<file path="config.mk">
export PLATFORM = sky130hd
export DESIGN_NAME = dmem_arbiter
export DESIGN_NICKNAME = d
export VERILOG_FILES = /design/src/rtl/dmem_pkg.sv /design/src/rtl/rr_picker.sv /design/src/rtl/dmem_arbiter.sv
export SDC_FILE = /design/constraint.sdc
export NUM_CORES = 1
export LEC_CHECK = 0
export CAP_MARGIN = 20
export CELL_PAD_IN_SITES_DETAIL_PLACEMENT = 1
export CELL_PAD_IN_SITES_GLOBAL_PLACEMENT = 1
export CORE_ASPECT_RATIO = 1.4
export CORE_MARGIN = 2
export CORE_UTILIZATION = 29
export DETAILED_ROUTE_END_ITERATION = 10
export HOLD_SLACK_MARGIN = 0.1
export PLACE_DENSITY = 0.81
export SETUP_SLACK_MARGIN = 0.15
export SLEW_MARGIN = 20
export SYNTH_ARGS = -nofsm -noshare
export SYNTH_HDL_FRONTEND = slang
export SYNTH_SLANG_ARGS = --single-unit
</file>
<file path="constraint.sdc">
create_clock -name clk -period 2.2 [get_ports clk]
set_input_delay 0.44 -clock clk [delete_from_list [all_inputs] [get_ports clk]]
set_output_delay 0.44 -clock clk [all_outputs]
set_load 0.1 [all_outputs]
</file>
<file path="src/rtl/dmem_pkg.sv">
// rtl/dmem_pkg.sv - shared types, access-size codes and alignment screen for the data-memory arbiter
package dmem_pkg;

  typedef enum logic [1:0] {
    IDLE   = 2'd0,
    ACCESS = 2'd1,
    RESP   = 2'd2
  } arb_state_t;

  localparam logic [2:0] MASK_B  = 3'b000;
  localparam logic [2:0] MASK_H  = 3'b001;
  localparam logic [2:0] MASK_W  = 3'b010;
  localparam logic [2:0] MASK_BU = 3'b100;
  localparam logic [2:0] MASK_HU = 3'b101;

  // Codes 011/110/111 have no defined size and are reported like a misalignment.
  function automatic logic is_misaligned(input logic [2:0] mask, input logic [1:0] addr_lo);
    case (mask)
      MASK_B, MASK_BU: return 1'b0;
      MASK_H, MASK_HU: return addr_lo[0];
      MASK_W:          return addr_lo != 2'b00;
      default:         return 1'b1;
    endcase
  endfunction

endpackage

</file>
<file path="src/rtl/rr_picker.sv">
// rtl/rr_picker.sv - round-robin pick of the first valid requester at or after the pointer
module rr_picker #(
  parameter int NUM_REQ = 2,
  parameter int IDX_W   = 1
) (
  input  logic [NUM_REQ-1:0] valid,
  input  logic [IDX_W-1:0]   ptr,
  output logic [NUM_REQ-1:0] grant,
  output logic [IDX_W-1:0]   idx,
  output logic               hit
);

  int cand;

  always_comb begin
    grant = '0;
    idx   = '0;
    hit   = 1'b0;
    cand  = 0;
    for (int k = 0; k < NUM_REQ; k++) begin
      cand = int'(ptr) + k;
      if (cand >= NUM_REQ) cand = cand - NUM_REQ;
      if (!hit && valid[cand]) begin
        hit         = 1'b1;
        grant[cand] = 1'b1;
        idx         = IDX_W'(cand);
      end
    end
  end

endmodule

</file>
<file path="src/rtl/dmem_arbiter.sv">
// rtl/dmem_arbiter.sv - round-robin arbiter sharing one data memory port among core load/store stages
module dmem_arbiter
  import dmem_pkg::*;
#(
  parameter int NUM_REQ = 2,
  parameter int ADDR_W  = 32,
  parameter int DATA_W  = 32
) (
  input  logic                      clk,
  input  logic                      reset,
  input  logic [NUM_REQ-1:0]        req_valid,
  output logic [NUM_REQ-1:0]        req_ready,
  input  logic [NUM_REQ-1:0]        req_we,
  input  logic [NUM_REQ*ADDR_W-1:0] req_addr,
  input  logic [NUM_REQ*DATA_W-1:0] req_wdata,
  input  logic [NUM_REQ*3-1:0]      req_mask,
  output logic [NUM_REQ-1:0]        resp_valid,
  output logic [DATA_W-1:0]         resp_rdata,
  output logic                      resp_err,
  output logic [ADDR_W-1:0]         mem_addr,
  output logic [DATA_W-1:0]         mem_wdata,
  output logic [2:0]                mem_mask,
  output logic                      mem_wr_en,
  output logic                      mem_rd_en,
  input  logic [DATA_W-1:0]         mem_rdata
);

  localparam int IDX_W = (NUM_REQ > 1) ? $clog2(NUM_REQ) : 1;

  arb_state_t         state_q, state_d;
  logic [NUM_REQ-1:0] grant;
  logic [IDX_W-1:0]   win_idx;
  logic               any_valid;

  logic [IDX_W-1:0]   rr_ptr;
  logic [IDX_W-1:0]   cap_id;
  logic               cap_we;
  logic [ADDR_W-1:0]  cap_addr;
  logic [DATA_W-1:0]  cap_wdata;
  logic [2:0]         cap_mask;
  logic               cap_mis;
  logic [DATA_W-1:0]  rdata_q;
  logic               err_q;
  logic               in_idle, in_access, in_resp;

  rr_picker #(
    .NUM_REQ(NUM_REQ),
    .IDX_W  (IDX_W)
  ) u_picker (
    .valid(req_valid),
    .ptr  (rr_ptr),
    .grant(grant),
    .idx  (win_idx),
    .hit  (any_valid)
  );

  assign cap_mis = is_misaligned(cap_mask, cap_addr[1:0]);

  always_ff @(posedge clk) begin
    if (!reset) state_q <= IDLE;
    else        state_q <= state_d;
  end

  always_comb begin
    state_d = state_q;
    case (state_q)
      IDLE:    if (any_valid) state_d = ACCESS;
      ACCESS:  state_d = RESP;
      RESP:    state_d = IDLE;
      default: state_d = IDLE;
    endcase
  end

  always_ff @(posedge clk) begin
    if (!reset) begin
      rr_ptr    <= '0;
      cap_id    <= '0;
      cap_we    <= 1'b0;
      cap_addr  <= '0;
      cap_wdata <= '0;
      cap_mask  <= '0;
      rdata_q   <= '0;
      err_q     <= 1'b0;
    end else begin
      case (state_q)
        IDLE: if (any_valid) begin
          cap_id    <= win_idx;
          cap_we    <= req_we[win_idx];
          cap_addr  <= req_addr[int'(win_idx)*ADDR_W +: ADDR_W];
          cap_wdata <= req_wdata[int'(win_idx)*DATA_W +: DATA_W];
          cap_mask  <= req_mask[int'(win_idx)*3 +: 3];
        end
        ACCESS: begin
          err_q   <= cap_mis;
          rdata_q <= (!cap_we && !cap_mis) ? mem_rdata : '0;
        end
        RESP: rr_ptr <= (cap_id == IDX_W'(NUM_REQ-1)) ? '0 : cap_id + IDX_W'(1);
        default: ;
      endcase
    end
  end

  // Outputs are gated by reset so an abort during ACCESS never reaches memory.
  assign in_idle   = reset && (state_q == IDLE);
  assign in_access = reset && (state_q == ACCESS);
  assign in_resp   = reset && (state_q == RESP);

  assign req_ready  = in_idle ? grant : '0;

  assign mem_addr   = in_access ? cap_addr  : '0;
  assign mem_wdata  = in_access ? cap_wdata : '0;
  assign mem_mask   = in_access ? cap_mask  : '0;
  assign mem_wr_en  = in_access &  cap_we & ~cap_mis;
  assign mem_rd_en  = in_access & ~cap_we & ~cap_mis;

  assign resp_valid = in_resp ? (NUM_REQ'(1) << cap_id) : '0;
  assign resp_rdata = in_resp ? rdata_q : '0;
  assign resp_err   = in_resp & err_q;

endmodule

</file>
; Yosys cells after proc, flatten, opt, wreduce, memory -nomap -nowiden
; Index checks and enable logic that the tools add are counted.
[totals]
n_memories = 0
rom_bits = 0
ram_bits = 0
latchBits = 0
out_inout_bits = 106
inputBits = 172
register_bits = 105
elab_cells = 87
[classes]
n_div = 0
bitwise = 8
addsub = 4
n_mux = 31
eq_ne = 7
n_shift = 4
mul = 1
magnitude_cmp = 7
n_reduce_logical = 16
[op_table]
columns = cell, n
row1 = 2-to-1 mux 32 bit, 6
row2 = indexed part select 64 x 7 -> 32 bit, 2
row3 = ">= comparator 32 x 1 -> 1 bit, second input constant", 2
row4 = "less-than comparator 32 x 3 -> 1 bit, second input constant", 2
row5 = ">= comparator 32 x 3 -> 1 bit, second input constant", 1
row6 = "subtractor 32 x 3 -> 32 bit, second input constant", 1
row7 = 2-to-1 mux 1 bit, 15
row8 = 2-to-1 mux 2 bit, 5
row9 = logical AND 1 bit, 7
row10 = "equality test 3 bit, second input constant", 2
row11 = indexed part select 6 x 4 -> 3 bit, 1
row12 = bitwise AND 1 bit, 5
row13 = case mux 2 bit (2 select lines), 1
row14 = OR reduction 2 bit, 2
row15 = "equality test 3 x 1 -> 1 bit, second input constant", 1
row16 = "equality test 3 x 2 -> 1 bit, second input constant", 1
row17 = zero test 1 bit, 3
row18 = zero test 3 bit, 1
row19 = "multiplier 1 x 2 -> 3 bit, second input constant", 1
row20 = 2-to-1 mux 3 bit, 1
row21 = case mux 1 bit (3 select lines), 1
row22 = "subtractor 1 x 2 -> 3 bit, second input constant", 1
row23 = "adder 1 x 1 -> 2 bit, second input constant", 1
row24 = demux 1 bit (select 1 bit), 2
row25 = 12 further kinds, 13

; Depth between registers and ports, before layout
[logic_depth]
word_depth = 11
ltp_mapped = 6

; Hierarchy
; A second synthesis with hierarchy kept.
[hier_totals]
cells_unflattened = 517
hier_area_um2 = 4874.7
[modules_own_cells]
columns = mod, seq_area_each_um2, n_inst, cells_per_inst, area_each_um2
row1 = dmem_arbiter, 2102.0, 1, 512, 4842.1
row2 = rr_picker, 0.0, 1, 5, 32.5

; Worst setup path after synthesis
; No wires, ideal clock.
[synth_timing]
path_kind = input to output
from = in req_valid[1]
to = out req_ready[0]
t_arrival_ps = 3392
stages = 5
setup_slack_ps = -1632
path_buffers = 4
path_cell_list = buf_2 > buf_2 > buf_2 > buf_1 > a211oi_1
[synth_between]
elab_chain_cells = 8
word_cells_on_any_way = 13
cone_classes = mux: 10 / bitwise: 1 / reduce/logical: 2
[synth_lines]
columns = element, line_no
row1 = "start, declared", dmem_arbiter.sv:11  ; input logic [NUM_REQ-1:0] req_valid,
row2 = 2-to-1 mux 1 bit (implied by the code) (3 in series), rr_picker.sv:23  ; if (!hit && valid[cand]) begin
row3 = 2-to-1 mux 1 bit, rr_picker.sv:23
row4 = zero test 1 bit, rr_picker.sv:23
row5 = logical AND 1 bit, rr_picker.sv:23
row6 = 2-to-1 mux 2 bit *, rr_picker.sv:23
row7 = 2-to-1 mux 2 bit *, dmem_arbiter.sv:108  ; assign req_ready = in_idle ? grant : '0;
row8 = "end, declared", dmem_arbiter.sv:12  ; output logic [NUM_REQ-1:0] req_ready,
; Mark *: on every way between the ends. The rest lies on a longest branch, timed or not. The select of a mux whose other input is x is not followed.

; Worst setup path in the final report
[layout_timing]
from = reg cap_mask[0]
to = out mem_rd_en
[layout_between]
elab_chain_cells = 5
word_cells_on_any_way = 10
cone_classes = eq/ne: 4 / mux: 1 / bitwise: 2 / reduce/logical: 3
[layout_lines]
columns = element, line_no
row1 = "start, declared", dmem_arbiter.sv:40  ; logic [2:0] cap_mask;
row2 = "start signal, assigned", dmem_arbiter.sv:91  ; cap_mask <= req_mask[int'(win_idx)*3 +: 3];
row3 = "equality test 3 x 1 -> 1 bit, or another cell as far along", dmem_pkg.sv:18  ; case (mask)
row4 = OR reduction 2 bit, dmem_pkg.sv:18
row5 = case mux 1 bit (3 select lines) *, dmem_pkg.sv:18
row6 = inverter 1 bit *, dmem_arbiter.sv:114  ; assign mem_rd_en = in_access & ~cap_we & ~cap_mis;
row7 = bitwise AND 1 bit *, dmem_arbiter.sv:114
row8 = "end, declared", dmem_arbiter.sv:24  ; output logic mem_rd_en,
; Mark *: on every way between the ends. The rest lies on a longest branch, timed or not.

==> summary.txt <==
Outcome
  • Status: finished, violations left
  • Failing checks: setup timing

Setup path
  • Worst-path cell chain: or4_4 -> a211oi_4 -> buf_12
  • R2R depth: 6
  • CP max FO: 3
  • WS Path Type: flop to output pin
  • Worst path top cell family by delay: simple AND/OR/NAND/NOR gates
  • Reg2Reg Capture Point: cap_addr[21]
  • WP data arrival: approximately 1.8 ns
  • CP max-delay cell: or4_4
  • Critical R2R Launch: state_q[0]
  • R2r setup slk: roughly 0.24 ns
  • Stages on the worst setup path: 3
  • Setup crit start kind: flop
  • WP data required: 1.76 ns
  • Crit-path max cell delay: approximately 0.55 ns
  • Worst path buffer plus inverter count: 1
  • CP Capture Type: output pin

Global routing
  • First-pass GRT wire length: 36,490 um
  • Total gr overflow: 0
  • Tot GR Track Use: 0.2332
  • Vias in the first global route: between 6,000 and 7,000
  • Largest net degree at the start of global routing: 72
  • Initial antenna violation count: 1

Synthesis
  • Synth Cell Area: 5466 sq um
  • Share of the synthesized area in the top cell type: 0.3845
  • Yosys top cell by area: dfxtp_1
  • Syn nets: a little under 800
  • Async set-reset flop share out of synthesis: 0
  • Mean Syn Cell Area: approximately 8.9 sq um
  • Dominant cells by area after synthesis: dfxtp_1 (38%), and2_1 (11%), o311a_1 (8.2%)
  • Synth Register Bits: 105
  • Mapped Cells: slightly above 600
  • Most numerous cell in the Yosys netlist: dfxtp_1
  • Number of synthesized flops with an enable pin: 0
  • Synth warnings: 0
  • Netlist cell types: 37
  • Ys flop type: dfxtp_1
  • Sequential share of the synthesized area: 0.3845
  • Top cells by count, synth: dfxtp_1 (105), and2_1 (100), clkbuf_1 (53), and3_1 (46), o311a_1 (45)

Clocking
  • Clock root buffer: clkbuf_16
  • CTS Buf Count: 9
  • CTS Sinks: 105
  • Hold_buf cts: 0
  • H-tree depth: 3
  • Clk_lat worst skew: 0.36 ns
  • Clk slew on worst S/H paths: 0.08 ns
  • CTS tree: done
  • Maximum root-to-sink buffer count: 2

Die
  • Rows: 59
  • Starting Density: 0.2950
  • Core Area: ~19,000 sq um
  • Die Wd: about 120 um
  • Die height: 166.5 um
  • Top-Level Pins: 278
  • Die area: between 15,000 and 20,000 sq um

Drt
  • Routed wire length: roughly 24,000 um
  • Via total after detailed routing: between 5,000 and 6,000
  • Routed length per instance: about 21 um
  • DRT iter0 DRCs: roughly 320
  • DRC: 0
  • ANT nets after route: 0
  • Mean number of vias per cell: 5.303
  • First-pass DRT Iterations: 4

Finish
  • FF/Latch Area: around 2100 sq um
  • Number of fillers in the final layout: between 1,500 and 2,000
  • Multi-input logic area: 3369 sq um
  • Fin cells: around 1,100
  • Syn-to-layout area delta: 95.49%
  • Fin area: ~11,000 sq um
  • Fraction of layout cells with a size suffix above 1: 0.3371
  • Nets: 1,051

Pwr
  • Leak Pwr: roughly 0.0044 uW
  • Power Density: between 500 and 600 nW/um^2
  • Total power: between 5000 and 6000 uW
  • Peak supply drop: 0.3387 mV

Placement
  • Placed wire-length estimate: between 15,000 and 20,000 um
  • GPL Wtd Cong: ~0.76
  • Placed cell area: between 9000 and 10,000 sq um
  • Input/output buffers: 277
  • # placed instances: approximately 1,100

STA
  • Worst hold margin: ~0.45 ns
  • Fin. max-slew vios: 0
  • Final period utilization: 1.027
  • Post-Route Skew: 0.01543 ns
  • Crit path time final: 2.259 ns
  • Final Hold Vio Count: 0
  • Final Setup Violations: 1
  • Max frequency: between 400 and 500 MHz
  • Setup repair after global routing missed its margin: yes
  • Slew @ Worst Pin: about 0.4 ns
  • Setup TNS Final: -0.05936 ns
  • Slew margin rel.: 0.7258
  • PnR worst setup slack: -0.05936 ns

Worst hold path
  • Worst Hold Depth: 2
  • Hold_sp: cap_addr[29]
  • Worst Hold Class: flop to flop
  • Worst Hold End: cap_addr[29]

Flow run
  • Max capacitance violation total: 0
-- tightest hold or removal path: stages, from the launching register on --
cell and delay (ns):
dfxtp_1 0.31, nand2_1 0.05, a32oi_1 0.04
-- state kept, by name (all words and copies together), names as in the netlist --
register / count
cap_wdata: 32
cap_mask: 3
rr_ptr: 1
err_q: 1
cap_addr: 32
state_q: 2
cap_id: 1
rdata_q: 32
cap_we: 1
-- cell usage in the layout (no fill, tap or decap), types with 3 or more instances in the layout --
master / count
a21boi_1: 35
buf_12: 117
a22o_1: 32
a21boi_0: 10
buf_4: 21
inv_2: 3
nand3_1: 24
clkdlybuf4s50_1: 168
a32oi_1: 23
nor2_4: 3
buf_16: 6
o21ai_0: 23
buf_6: 5
o311a_1: 45
and2_4: 101
and3_1: 45
clkbuf_16: 11
dfxtp_1: 101
nand2_1: 24
o21bai_1: 44
-- area by class of cell --
cell class,count,area share
Timing Repair Buffer,324,0.4238
Multi-Input combinational cell,433,0.3153
Sequential cell,105,0.1976
Clock inverter,7,0.01007
Antenna cell,1,0.0002342
Clock buffer,9,0.02107
Inverter,6,0.003278
Tap cell,244,0.02857
-- metal layers --
| layer | up-vias | wire (um) | track usage |
|---|---|---|---|
| met5 | - | 0 | 0 |
| met4 | 0 | 782 | 0.1013 |
| met3 | 41 | 1005 | 0.04521 |
| met2 | 196 | 12880 | 0.4326 |
| met1 | 2951 | 9167 | 0.2529 |
| li1 | 2799 | - | - |
-- worst max path at each step --
stage / from / endpoint / slack (ns)
after floorplan: req_valid[1] / req_ready[0] / -0.05
after global placement: req_valid[0] / cap_addr[12] / 0.14
after detailed placement: req_valid[0] / cap_addr[14] / 0.10
after CTS: cap_mask[0] / mem_rd_en / -0.08
after global routing: cap_mask[0] / mem_rd_en / -0.09
final: cap_mask[0] / mem_rd_en / -0.06
-- power by group --
group          switching [uW]  total (uW)  internal, uW  leakage [uW]
clock                     830        1850          1030      0.000160
sequential                114        2210          2100      0.000869
combinational             879        1750           871       0.00341
-- cell families after synthesis --
logic type	Yosys count	share of synthesized area
and+or+nand+nor	211	0.2241
buffers and inverters	78	0.06203
DFF	105	0.3845
AOI/OAI and AO/OA	222	0.3294
-- stage by stage --
stage,utilization,setup slack (ns)
5_1_grt,0.5767,-0.09313
3_5_place_dp,0.5264,0.1035
3_3_place_gp,0.5264,0.1443
2_1_floorplan,-,-0.05153
4_1_cts,0.5689,-0.07781
6_report,0.5767,-0.05936
-- repair_timing --
item                       in CTS  in global routing
pin swaps                      17                  9
setup endpoints to repair     105                104
resized for setup              91                 34
setup buffers                  10                  4
gates cloned                    7                  2
hold endpoints to repair        0                  0
(Power assumes the default switching activity.)
